**config.mk**
```make
export PLATFORM = sky130hd
export DESIGN_NAME = mem_access_stage
export DESIGN_NICKNAME = d
export VERILOG_FILES = /design/src/rtl/pipe_pkg.sv /design/src/rtl/MEM_WB.sv /design/src/rtl/mem_access_stage.sv
export SDC_FILE = /design/constraint.sdc
export NUM_CORES = 1
export LEC_CHECK = 0
export BUFFER_PORTS_ARGS = -buffer_cell sky130_fd_sc_hd__buf_4
export CAP_MARGIN = 20
export CORE_UTILIZATION = 34
export DETAILED_ROUTE_END_ITERATION = 8
export SLEW_MARGIN = 30
export SYNTH_ARGS = -nofsm -noshare
export SYNTH_HDL_FRONTEND = slang
export SYNTH_SLANG_ARGS = --single-unit
```
**constraint.sdc**
```tcl
create_clock -name clk_i -period 11.9 [get_ports clk_i]
set_input_delay 2.38 -clock clk_i [delete_from_list [all_inputs] [get_ports clk_i]]
set_output_delay 2.38 -clock clk_i [all_outputs]
set_load 0.005 [all_outputs]
```
**src/rtl/pipe_pkg.sv**
```systemverilog
// Shared pipeline definitions: control-bit positions and MEM-stage FSM encoding.
package pipe_pkg;

    localparam int CTRL_REGWRITE = 3;
    localparam int CTRL_MEMTOREG = 2;
    localparam int CTRL_MEMREAD  = 1;
    localparam int CTRL_MEMWRITE = 0;

    typedef enum logic [1:0] {
        IDLE   = 2'd0,
        ACCESS = 2'd1,
        DONE   = 2'd2
    } state_t;

endpackage

```
**src/rtl/MEM_WB.sv**
```systemverilog
// MEM/WB pipeline register; a bubble loads an all-zero (no write) entry.
// Latency: 1 cycle.
// Backpressure: none; loads every cycle, bubble takes priority over data.
module MEM_WB #(
    parameter int DATA_W = 32
) (
    input  logic              clk_i,
    input  logic              rst_i,
    input  logic              bubble,
    input  logic              reg_write,
    input  logic [4:0]        rd_addr,
    input  logic [DATA_W-1:0] rd_data,
    output logic              RegWrite_o,
    output logic [4:0]        RDaddr_o,
    output logic [DATA_W-1:0] RDdata_o
);

    always_ff @(posedge clk_i or posedge rst_i) begin
        if (rst_i) begin
            RegWrite_o <= 1'b0;
            RDaddr_o   <= '0;
            RDdata_o   <= '0;
        end else if (bubble) begin
            RegWrite_o <= 1'b0;
            RDaddr_o   <= '0;
            RDdata_o   <= '0;
        end else begin
            RegWrite_o <= reg_write;
            RDaddr_o   <= rd_addr;
            RDdata_o   <= rd_data;
        end
    end

endmodule

```
**src/rtl/mem_access_stage.sv**
```systemverilog
// MEM stage: runs a req/ready data-memory access for loads/stores and feeds MEM/WB.
// Latency: 1 cycle for non-memory ops; k+2 cycles for a memory op with ready after k.
// Backpressure: Stall_o freezes upstream from issue until the ready cycle (k+1 cycles).
module mem_access_stage
    import pipe_pkg::*;
#(
    parameter int ADDR_W = 30,
    parameter int DATA_W = 32
) (
    input  logic              clk_i,
    input  logic              rst_i,
    input  logic [3:0]        ctrl_i,
    input  logic [31:0]       ALUResult_i,
    input  logic [DATA_W-1:0] RS2data_i,
    input  logic [4:0]        RDaddr_i,
    output logic              Stall_o,
    output logic              mem_req_o,
    output logic              mem_wen_o,
    output logic [ADDR_W-1:0] mem_addr_o,
    output logic [DATA_W-1:0] mem_wdata_o,
    input  logic [DATA_W-1:0] mem_rdata_i,
    input  logic              mem_ready_i,
    output logic              RegWrite_o,
    output logic [4:0]        RDaddr_o,
    output logic [DATA_W-1:0] RDdata_o
);

    state_t            state_q, state_d;
    logic [DATA_W-1:0] rdata_q;
    logic              access;
    logic              stall;
    logic              wb_reg_write;
    logic [DATA_W-1:0] wb_data;

    assign access = ctrl_i[CTRL_MEMREAD] | ctrl_i[CTRL_MEMWRITE];

    always_comb begin
        state_d = state_q;
        stall   = 1'b0;
        case (state_q)
            IDLE: begin
                if (access) begin
                    stall   = 1'b1;
                    state_d = ACCESS;
                end
            end
            ACCESS: begin
                stall = 1'b1;
                if (mem_ready_i) begin
                    state_d = DONE;
                end
            end
            DONE: begin
                state_d = IDLE;
            end
            default: begin
                state_d = IDLE;
            end
        endcase
    end

    // Upstream sees no stall while held in reset.
    assign Stall_o = stall & ~rst_i;

    always_ff @(posedge clk_i or posedge rst_i) begin
        if (rst_i) begin
            state_q <= IDLE;
        end else begin
            state_q <= state_d;
        end
    end

    // Memory port registers stay stable for the whole ACCESS phase.
    always_ff @(posedge clk_i or posedge rst_i) begin
        if (rst_i) begin
            mem_req_o   <= 1'b0;
            mem_wen_o   <= 1'b0;
            mem_addr_o  <= '0;
            mem_wdata_o <= '0;
            rdata_q     <= '0;
        end else if (state_q == IDLE && access) begin
            mem_req_o   <= 1'b1;
            mem_wen_o   <= ctrl_i[CTRL_MEMWRITE];
            mem_addr_o  <= ALUResult_i[ADDR_W+1:2];
            mem_wdata_o <= RS2data_i;
        end else if (state_q == ACCESS && mem_ready_i) begin
            mem_req_o <= 1'b0;
            rdata_q   <= mem_rdata_i;
        end
    end

    // Read data is only meaningful once an access has completed (DONE).
    assign wb_reg_write = ctrl_i[CTRL_REGWRITE] & (RDaddr_i != 5'd0);
    assign wb_data      = (state_q == DONE && ctrl_i[CTRL_MEMTOREG]) ? rdata_q
                                                                     : ALUResult_i[DATA_W-1:0];

    MEM_WB #(
        .DATA_W (DATA_W)
    ) u_mem_wb (
        .clk_i      (clk_i),
        .rst_i      (rst_i),
        .bubble     (stall),
        .reg_write  (wb_reg_write),
        .rd_addr    (RDaddr_i),
        .rd_data    (wb_data),
        .RegWrite_o (RegWrite_o),
        .RDaddr_o   (RDaddr_o),
        .RDdata_o   (RDdata_o)
    );

endmodule

```
==> results.ini, run 1 <==
[status]
outcome=finished clean

[yosys]
synthXorXnorAreaFrac_pct=0
netlist_area_um2=5410
synth-warning-count=0
synth_top_family_by_area=multiplexers
top_cell_type_s_share_of_synthesized_area_pct=62.9
synth_compound_area_share_pct=3.63
synth_seq_area_share_pct=62.9
post_synth_main_area_contributors=sky130_fd_sc_hd__dfrtp_1 (63%), sky130_fd_sc_hd__mux2_4 (16%), sky130_fd_sc_hd__mux2_2 (7.3%)
synth_fa_ha_area_share_pct=0
synth_most_common_cell=sky130_fd_sc_hd__dfrtp_1
post_synthesis_area_per_instance_um2=14.7
number_of_flops_mapped_to_enable_cells_by_yosys=0
synth.mux.area_fraction_pct=23.6
synthSimpleGateAreaFrac_pct=6.17
ys_ff_latch=136
synth_commonest_cells=sky130_fd_sc_hd__dfrtp_1 (136), sky130_fd_sc_hd__nand2_1 (65), sky130_fd_sc_hd__mux2_4 (59)
postSynthCellCount=369
yosysTopAreaCell=sky130_fd_sc_hd__dfrtp_1
synth_nets=477
yosys_most_used_dff=sky130_fd_sc_hd__dfrtp_1
synth.distinct_cells=24
synth_async_sr_flop_share_pct=100

[drt]
wl_cell_um=16.0
drc=0
viasPerCell=4.51
wl_um=12900
antenna_violating_nets_post_route=0
first_pass_iters=5
dr_total_vias=3633
first_iter_violations=157

[clock_network]
max-clock-path-buffers=2
postCtsSetupRepairBufs=0
cts.clk_slew.worst_paths_ns=0.05
num_clock_sinks=136
cts_hold_buf=0
num_cts_buffers=17
root_buffer=sky130_fd_sc_hd__clkbuf_16
post_cts.resized_instances=0
htreeDepth=4
cts_tree=built
clkLatencyLatePin_ns=0.41

[die]
initial_utilization_pct=35.2
die_w_um=128
dieArea_um2=16400
rows=45
num_io_pins=211
fp.coreArea_um2=15400
dieHeight_um=128

[pwr]
power.static_leakage_uw=0.00383
power_per_cell_area_nw_per_um2=234
maximum_vdd_drop_uv=115
totalPowerFinal_uw=1800

[cells_and_area]
layout_cells_sized_above_1_pct=57.6
n_fill_cell=1383
synthToLayoutAreaGrowth_pct=41.9
final_cell_area_um2=7680
num_antenna_cells=0
fin_nets=690

[placement]
dpl_cell_area_um2=7140
port-buffer-count=210
place_hpwl_um=8840
final_weighted_congestion_in_routability_driven_placement=0.718

[critical_path]
worstPathBufferInverterCount=2
startpoint_type=input port
cp-end-kind=output pin
critical_path.max_fanout=3
crit_type=in2out
path_cells=buf_4 > nor3_1 > nor3_1 > buf_4
worst_ep_arrival_time_ns=3.20
critical-path-max-stage-delay_ns=0.45
slowest_stage=sky130_fd_sc_hd__nor3_1
crit_family=simple AND/OR/NAND/NOR gates
critical_path_required_ns=9.52

[timing]
setup-violations-final=0
worst_slew_pin_slew_ns=0.788
final_critical_path_time_including_i_o_delays_and_setup_ns=5.58
grt_setup_unrepaired=no
timing.final.crit_share_pct=46.9
fmaxAchievable_mhz=179
setup_tns_ns=0
slew-limit-headroom_pct=47.4
hold_violations=0
skew_ns=0.00666
fin_hold_ws_ns=0.477
maxSlewViolCount=0

[global_route]
gr_usage_total_pct=16.0
grt_antenna_before_repair=0
grt_start_max_net_pins=85
number_of_global_route_vias_before_repair=3832
grt.overflow.total=0
grt_first_pass_wirelength_um=20000

[worst_hold_path]
worst_min_delay_path_class=reg2reg

[flow_run]
max-cap-violations=0

[sequential cells by signal, indices dropped and copies added (netlist names)]
register	cells
mem_wdata_o	32
u_mem_wb.RDdata_o	32
rdata_q	32
u_mem_wb.RDaddr_o	5
mem_addr_o	30
mem_req_o	1
u_mem_wb.RegWrite_o	1
mem_wen_o	1
state_q	2
[through the flow]
step | instances | worst slack, ns | util [%]
final | 805 | 6.32 | 50.0
after global routing | 805 | 6.25 | 50.0
after CTS | 805 | 6.30 | 49.9
after detailed placement | 774 | 6.31 | 46.5
after global placement | 773 | 6.37 | 46.3
after floorplan | 369 | 5.88 | -
[routing by layer]
layer	wire, um	track usage (%)	vias to the layer above
met5	0	0	-
met4	89	4.57	0
met3	981	6.22	6
met2	6270	26.0	141
met1	5540	19.9	1814
li1	-	-	1672
[worst paths after layout]
kind	startpoint	to	slack, ns	cells past startpoint
setup / recovery	ctrl_i[0]	Stall_o	6.32	4
hold / removal	mem_req_o	mem_req_o	0.48	1
setup reg to reg	state_q[0]	mem_wdata_o[16]	9.52	4
hold reg to reg	mem_req_o	mem_req_o	0.48	1
max in group asynchronous	rst_i	u_mem_wb.RDdata_o[31]	8.71	3
min in group asynchronous	rst_i	mem_addr_o[16]	2.02	2
[worst reg2reg max path, delay by kind of cell, from the launching register on]
family	cells	cell delay (ns)
compound gates	1	0.48
buf+inv	1	0.71
flops	1	0.46
mux	1	0.42
simple gates	1	0.19
[cell families after synthesis]
kind of cell / count (synthesis)
simple gates: 79
compound gates: 37
mux: 94
buf+inv: 23
flops: 136
[power breakdown]
part	leakage [uW]	internal, uW	total (uW)	switching (uW)
clock network	0.000262	289	476	187
logic	0.00191	388	580	192
registers	0.00165	645	744	99.2
total	0.00383	1320	1800	479
[final cells by class]
| cell class | instances | area (um2) | share of cell area (%) |
|---|---|---|---|
| Clock buffer | 21 | 450 | 5.86 |
| Multi-Input combinational cell | 210 | 1830 | 23.9 |
| Clock inverter | 10 | 80.1 | 1.04 |
| Inverter | 2 | 12.5 | 0.163 |
| Tap cell | 211 | 264 | 3.44 |
| Timing Repair Buffer | 215 | 1640 | 21.3 |
| Sequential cell | 136 | 3400 | 44.3 |
[placed cells by master, fill, tap and decap left out]
cell type                    count
sky130_fd_sc_hd__a22o_1          1
sky130_fd_sc_hd__nand2_1        65
sky130_fd_sc_hd__mux2_2         35
sky130_fd_sc_hd__clkbuf_1        3
sky130_fd_sc_hd__a21o_1          1
sky130_fd_sc_hd__mux2_4         59
sky130_fd_sc_hd__and3b_1         1
sky130_fd_sc_hd__or4_1           1
sky130_fd_sc_hd__o21ai_0         1
sky130_fd_sc_hd__inv_1           1
sky130_fd_sc_hd__buf_16          1
sky130_fd_sc_hd__clkbuf_8        1
sky130_fd_sc_hd__nor2b_1         5
sky130_fd_sc_hd__nor2_1          1
sky130_fd_sc_hd__clkinvlp_4      2
sky130_fd_sc_hd__buf_4         213
sky130_fd_sc_hd__nor2_4          1
sky130_fd_sc_hd__buf_6           1
sky130_fd_sc_hd__clkbuf_16      17
sky130_fd_sc_hd__bufinv_16       1
sky130_fd_sc_hd__nand3b_1        1
sky130_fd_sc_hd__nor3_1          2
sky130_fd_sc_hd__nand3b_4        1
sky130_fd_sc_hd__a21oi_1        32
sky130_fd_sc_hd__clkinv_2        7
sky130_fd_sc_hd__o21a_4          1
sky130_fd_sc_hd__nor2_2          1
sky130_fd_sc_hd__inv_6           1
sky130_fd_sc_hd__dfrtp_1       136
sky130_fd_sc_hd__a211oi_1        1
(Power assumes the default switching activity.)
==> run 2: changes to the inputs <==
==> constraint.sdc (replaced) <==
create_clock -name clk_i -period 5.5 [get_ports clk_i]
set_input_delay 1.1 -clock clk_i [delete_from_list [all_inputs] [get_ports clk_i]]
set_output_delay 1.1 -clock clk_i [all_outputs]
set_load 0.005 [all_outputs]
==> run 2 against run 1 <==
Global-route usage rose by 0.31 points. Register-to-register slack worse by 6.4 ns. Sequential cell count unchanged. Sequential power is 120% higher. Power up 120%. Critical path type unchanged. Largest power group unchanged.
==> results.ini, run 2 (synthesis gave the netlist of run 1 again) <==
[drt]
dr_total_vias=3618
drc=0
first_pass_iters=4
antenna_violating_nets_post_route=0
viasPerCell=4.50
wl_cell_um=15.9
wl_um=12800
first_iter_violations=143

[flow_run]
max-cap-violations=0

[clock_network]
postCtsSetupRepairBufs=0
clkLatencyLatePin_ns=0.41
max-clock-path-buffers=2
num_cts_buffers=17
htreeDepth=4
cts_hold_buf=0
post_cts.resized_instances=0
cts_tree=built
cts.clk_slew.worst_paths_ns=0.06
root_buffer=sky130_fd_sc_hd__clkbuf_16
num_clock_sinks=136

[die]
die_w_um=128
num_io_pins=211
rows=45
dieArea_um2=16400
dieHeight_um=128
fp.coreArea_um2=15400
initial_utilization_pct=35.2

[timing]
timing.final.crit_share_pct=54.9
skew_ns=0.00890
post-route-worst-setup-slack_ns=2.48
final_critical_path_time_including_i_o_delays_and_setup_ns=3.02
worst_slew_pin_slew_ns=0.846
hold_violations=0
slew-limit-headroom_pct=43.6
grt_setup_unrepaired=no
maxSlewViolCount=0
setup-violations-final=0
fmaxAchievable_mhz=331
setup_tns_ns=0

[critical_path]
crit_type=in2out
critical_path_required_ns=4.40
startpoint_type=input port
r2r_setup_slack_ns=3.10
cp-end-kind=output pin
timing.rr.start=state_q[0]
r2r_end=mem_addr_o[14]
critical_path.max_fanout=3
worst_ep_arrival_time_ns=1.92
reg2regPathDepth=4

[cells_and_area]
n_fill_cell=1356
most-common-layout-cells=sky130_fd_sc_hd__buf_4 (214), sky130_fd_sc_hd__dfrtp_1 (136), sky130_fd_sc_hd__nand2_1 (65), sky130_fd_sc_hd__mux2_4 (59), sky130_fd_sc_hd__mux2_2 (35)
synthToLayoutAreaGrowth_pct=42.9
layout_cells_sized_above_1_pct=57.7
final_cell_area_um2=7730
fin_nets=690
utilization_pct=50.3
num_antenna_cells=0
final_common_cell=sky130_fd_sc_hd__buf_4
largestRegisters=mem_wdata_o x32, rdata_q x32, u_mem_wb.RDdata_o x32

[placement]
port-buffer-count=210
place_worst_setup_slack_ns=2.49
final_weighted_congestion_in_routability_driven_placement=0.714
place_hpwl_um=8820
dpl_cell_area_um2=7140

[pwr]
seq_power_share_pct=40.3
switching_pwr_uw=1030
power.static_leakage_uw=0.00385
power.share.combinational_pct=31.5
switching_share_pct=25.9
share_clk_of_total_power_pct=28.2
power_per_cell_area_nw_per_um2=517
maximum_vdd_drop_uv=379
power.internal_uw=2960

[worst_hold_path]
hold_path_startpoint=mem_req_o
worst_min_delay_path_class=reg2reg
min_delay_path_depth=1
timing.hold.worst_endpoint=mem_req_o

[global_route]
gr_usage_total_pct=16.4
number_of_global_route_vias_before_repair=3876
grt_antenna_before_repair=0
grt_start_max_net_pins=96
grt_first_pass_wirelength_um=20100
grt.overflow.total=0

[status]
outcome=finished clean

==> run 2: cell types whose count changed in the layout (fill, tap and decap cells not counted), sizes merged <==
cell | before | now
bufinv | 1 | 3
inv | 2 | 1
clkinv | 7 | 5
==> run 2: area by class of cell <==
cell class                 count  area [um2]  share of cell area, %
sequential                   136        3400                   44.0
multi-input combinational    210        1830                   23.7
timing repair buffer         215        1630                   21.1
clock buffer                  21         460                   5.95
tap                          211         264                   3.41
clock inverter                 9         125                   1.62
inverter                       2        12.5                  0.162
==> run 2: worst max path at each step <==
stage,cells after the start,slack [ns],end,start
global route,4,2.42,Stall_o,ctrl_i[0]
finish,4,2.48,Stall_o,ctrl_i[0]
floorplan,1,0.76,mem_addr_o[0],rst_i
CTS,4,2.48,Stall_o,ctrl_i[0]
detailed placement,4,2.49,Stall_o,ctrl_i[0]
global placement,4,2.52,Stall_o,ctrl_i[0]
==> run 2: metal layers <==
metal  wire [um]  track usage, %
met1        5750            20.6
met2        5990            25.8
met3         865            5.59
met4         181            6.44
met5           0               0
==> run 2: stage by stage <==
stage / hold slack (ns) / power [uW] / cells
after floorplan: 0.474 / 2290 / 369
after detailed placement: 0.474 / 2890 / 774
after CTS: 0.487 / 4050 / 804
after global routing: 0.510 / 4210 / 804
after global placement: 0.461 / 2850 / 773
final: 0.481 / 4000 / 804
==> run 2: power by group through the flow <==
| stage | clock network [uW] | logic, uW | registers [uW] |
|---|---|---|---|
| after floorplan | 0 | 679 | 1610 |
| after global placement | 0 | 1240 | 1610 |
| after detailed placement | 0 | 1270 | 1620 |
| after CTS | 1160 | 1280 | 1610 |
| after global routing | 1200 | 1360 | 1660 |
| final | 1130 | 1260 | 1610 |
==> run 2: worst max-delay path, cell delays in order <==
cell	delay, ns
sky130_fd_sc_hd__buf_4	0.12
sky130_fd_sc_hd__nor3_1	0.45
sky130_fd_sc_hd__nor3_1	0.09
sky130_fd_sc_hd__buf_4	0.16
==> run 3: changes to the inputs <==
--- a/config.mk
+++ b/config.mk
@@ -5,6 +5,7 @@
 export SDC_FILE = /design/constraint.sdc
 export NUM_CORES = 1
 export LEC_CHECK = 0
+export ABC_AREA = 1
 export BUFFER_PORTS_ARGS = -buffer_cell sky130_fd_sc_hd__buf_4
 export CAP_MARGIN = 20
 export CORE_UTILIZATION = 34
==> constraint.sdc (replaced) <==
create_clock -name clk_i -period 2.92 [get_ports clk_i]
set_input_delay 0.584 -clock clk_i [delete_from_list [all_inputs] [get_ports clk_i]]
set_output_delay 0.584 -clock clk_i [all_outputs]
set_load 0.005 [all_outputs]
==> run 3 against run 2 <==
Worst setup slack lost 1.8 ns. Clock power is 76% higher. Via count increased by 26%. Register-to-register slack got worse by 2.1 ns. Die area is 2.0% lower.
==> results.ini, run 3 <==
[flow_run]
max-cap-violations=0

[yosys]
post_synth_main_area_contributors=sky130_fd_sc_hd__dfrtp_1 (64%), sky130_fd_sc_hd__nand2_1 (23%), sky130_fd_sc_hd__nand4_1 (3.8%)
yosysTopAreaCell=sky130_fd_sc_hd__dfrtp_1
synth-warning-count=0
synth_seq_area_share_pct=64.2
synth.distinct_cells=17
number_of_flops_mapped_to_enable_cells_by_yosys=0
ys_ff_latch=136
synth_async_sr_flop_share_pct=100
yosys_most_used_dff=sky130_fd_sc_hd__dfrtp_1
netlist_area_um2=5300
synth_most_common_cell=sky130_fd_sc_hd__nand2_1
synth_commonest_cells=sky130_fd_sc_hd__nand2_1 (320), sky130_fd_sc_hd__dfrtp_1 (136), sky130_fd_sc_hd__a21oi_1 (33)
postSynthCellCount=585
post_synthesis_area_per_instance_um2=9.07
synth_nets=693
top_cell_type_s_share_of_synthesized_area_pct=64.2

[drt]
viasPerCell=4.60
wl_um=14400
wl_cell_um=14.6
dr_total_vias=4546
first_pass_iters=4
antenna_violating_nets_post_route=0
drc=0
first_iter_violations=218

[timing]
maxSlewViolCount=0
skew_ns=0.0110
setup_tns_ns=0
grt_setup_unrepaired=no
timing.final.crit_share_pct=76.2
slew-limit-headroom_pct=49.3
fmaxAchievable_mhz=450
hold_violations=0
final_critical_path_time_including_i_o_delays_and_setup_ns=2.22
post-route-worst-setup-slack_ns=0.696
worst_slew_pin_slew_ns=0.757
setup-violations-final=0

[global_route]
grt.overflow.total=0
gr_usage_total_pct=19.3
grt_first_pass_wirelength_um=23900
grt_antenna_before_repair=0
grt_start_max_net_pins=65
number_of_global_route_vias_before_repair=4695

[placement]
place_worst_setup_slack_ns=0.858
final_weighted_congestion_in_routability_driven_placement=0.785
place_inst=956
place_hpwl_um=9930
port-buffer-count=210

[die]
initial_utilization_pct=34.9
dieArea_um2=16100
rows=45
die_w_um=127
num_io_pins=211
fp.coreArea_um2=15200
dieHeight_um=127

[clock_network]
num_clock_sinks=136
num_cts_buffers=17
root_buffer=sky130_fd_sc_hd__clkbuf_16
clkLatencyLatePin_ns=0.42
max-clock-path-buffers=2
cts_tree=built
cts.clk_slew.worst_paths_ns=0.05
htreeDepth=4
postCtsSetupRepairBufs=0
cts_hold_buf=0
post_cts.resized_instances=0

[critical_path]
worstPathBufferInverterCount=2
cp-end-kind=output pin
startpoint_type=flop
worst_ep_arrival_time_ns=1.64
slowest_stage=sky130_fd_sc_hd__dfrtp_1
crit_type=reg2out
critical_path_required_ns=2.34
critical_path.max_fanout=14
critical-path-max-stage-delay_ns=0.69
crit_family=flip-flops
path_cells=inv_1 > nand2_1 > a21oi_1 > buf_4

[cells_and_area]
final_common_cell=sky130_fd_sc_hd__nand2_1
finish.cell_count_without_fillers=988
multiInputGateArea_um2=1650
seqCellArea_um2=3400
layout_cells_sized_above_1_pct=31.9
n_fill_cell=1476
largestRegisters=mem_wdata_o x32, rdata_q x32, u_mem_wb.RDdata_o x32
num_antenna_cells=0
synthToLayoutAreaGrowth_pct=42.6
fin_nets=895
most-common-layout-cells=sky130_fd_sc_hd__nand2_1 (320), sky130_fd_sc_hd__buf_4 (217), sky130_fd_sc_hd__dfrtp_1 (136), sky130_fd_sc_hd__a21oi_1 (33), sky130_fd_sc_hd__nand4_1 (32)

[pwr]
power_per_cell_area_nw_per_um2=1050
power.share.combinational_pct=34.7
power.internal_uw=5260
switching_share_pct=33.5
totalPowerFinal_uw=7910
seq_power_share_pct=40.1
maximum_vdd_drop_uv=421
power.static_leakage_uw=0.00416
switching_pwr_uw=2650
share_clk_of_total_power_pct=25.2

[status]
outcome=finished clean

[worst_hold_path]
worst_min_delay_path_class=in2async

run 3: area by class of cell:
type / instances / share of cell area, %
clock buffers: 24 / 6.37
clock inverters: 8 / 0.943
inverters: 12 / 0.645
multi-input cells: 401 / 21.8
flip-flops and latches: 136 / 45.0
well taps: 188 / 3.11
repair buffers: 219 / 22.1
run 3: power by group through the flow:
stage | clock network (uW) | registers [uW] | logic, uW
after CTS | 2050 | 3180 | 2810
after floorplan | 0 | 3180 | 1360
after global placement | 0 | 3180 | 2740
final | 1990 | 3170 | 2740
after global routing | 2120 | 3280 | 3120
after detailed placement | 0 | 3200 | 2800
run 3: cell families (layout without fill, tap and decap cells):
kind of cell,Yosys count,in the layout,synth area share [%]
flops,136,136,64.2
simple gates,366,366,27.8
buf+inv,48,263,4.69
compound gates,35,35,3.30
run 3: routing by layer:
layer,vias up,share of wire (%),GRT usage (%)
li1,2238,-,-
met1,2146,44,24.7
met4,0,1.5,7.70
met2,147,48,31.4
met3,15,5.9,4.60
met5,-,0,0
run 3: per-stage QoR:
stage	hold slack, ns	cell area (um2)	util [%]
2_1_floorplan	0.449	5310	-
3_3_place_gp	0.462	7010	46.1
3_5_place_dp	0.465	7010	46.1
4_1_cts	0.305	7560	49.7
5_1_grt	0.318	7560	49.7
6_report	0.280	7560	49.7
run 3: worst paths after layout:
kind,from,end,slack [ns],cells past startpoint
min in group clk_i,mem_rdata_i[8],rdata_q[8],0.36,3
worst max-delay path,state_q[1],Stall_o,0.70,4
max in group asynchronous,rst_i,mem_addr_o[1],1.87,3
worst min-delay path,rst_i,state_q[0],0.28,2
worst min register to register,mem_addr_o[29],mem_addr_o[29],0.48,2
worst max register to register,state_q[1],u_mem_wb.RDdata_o[6],1.03,3
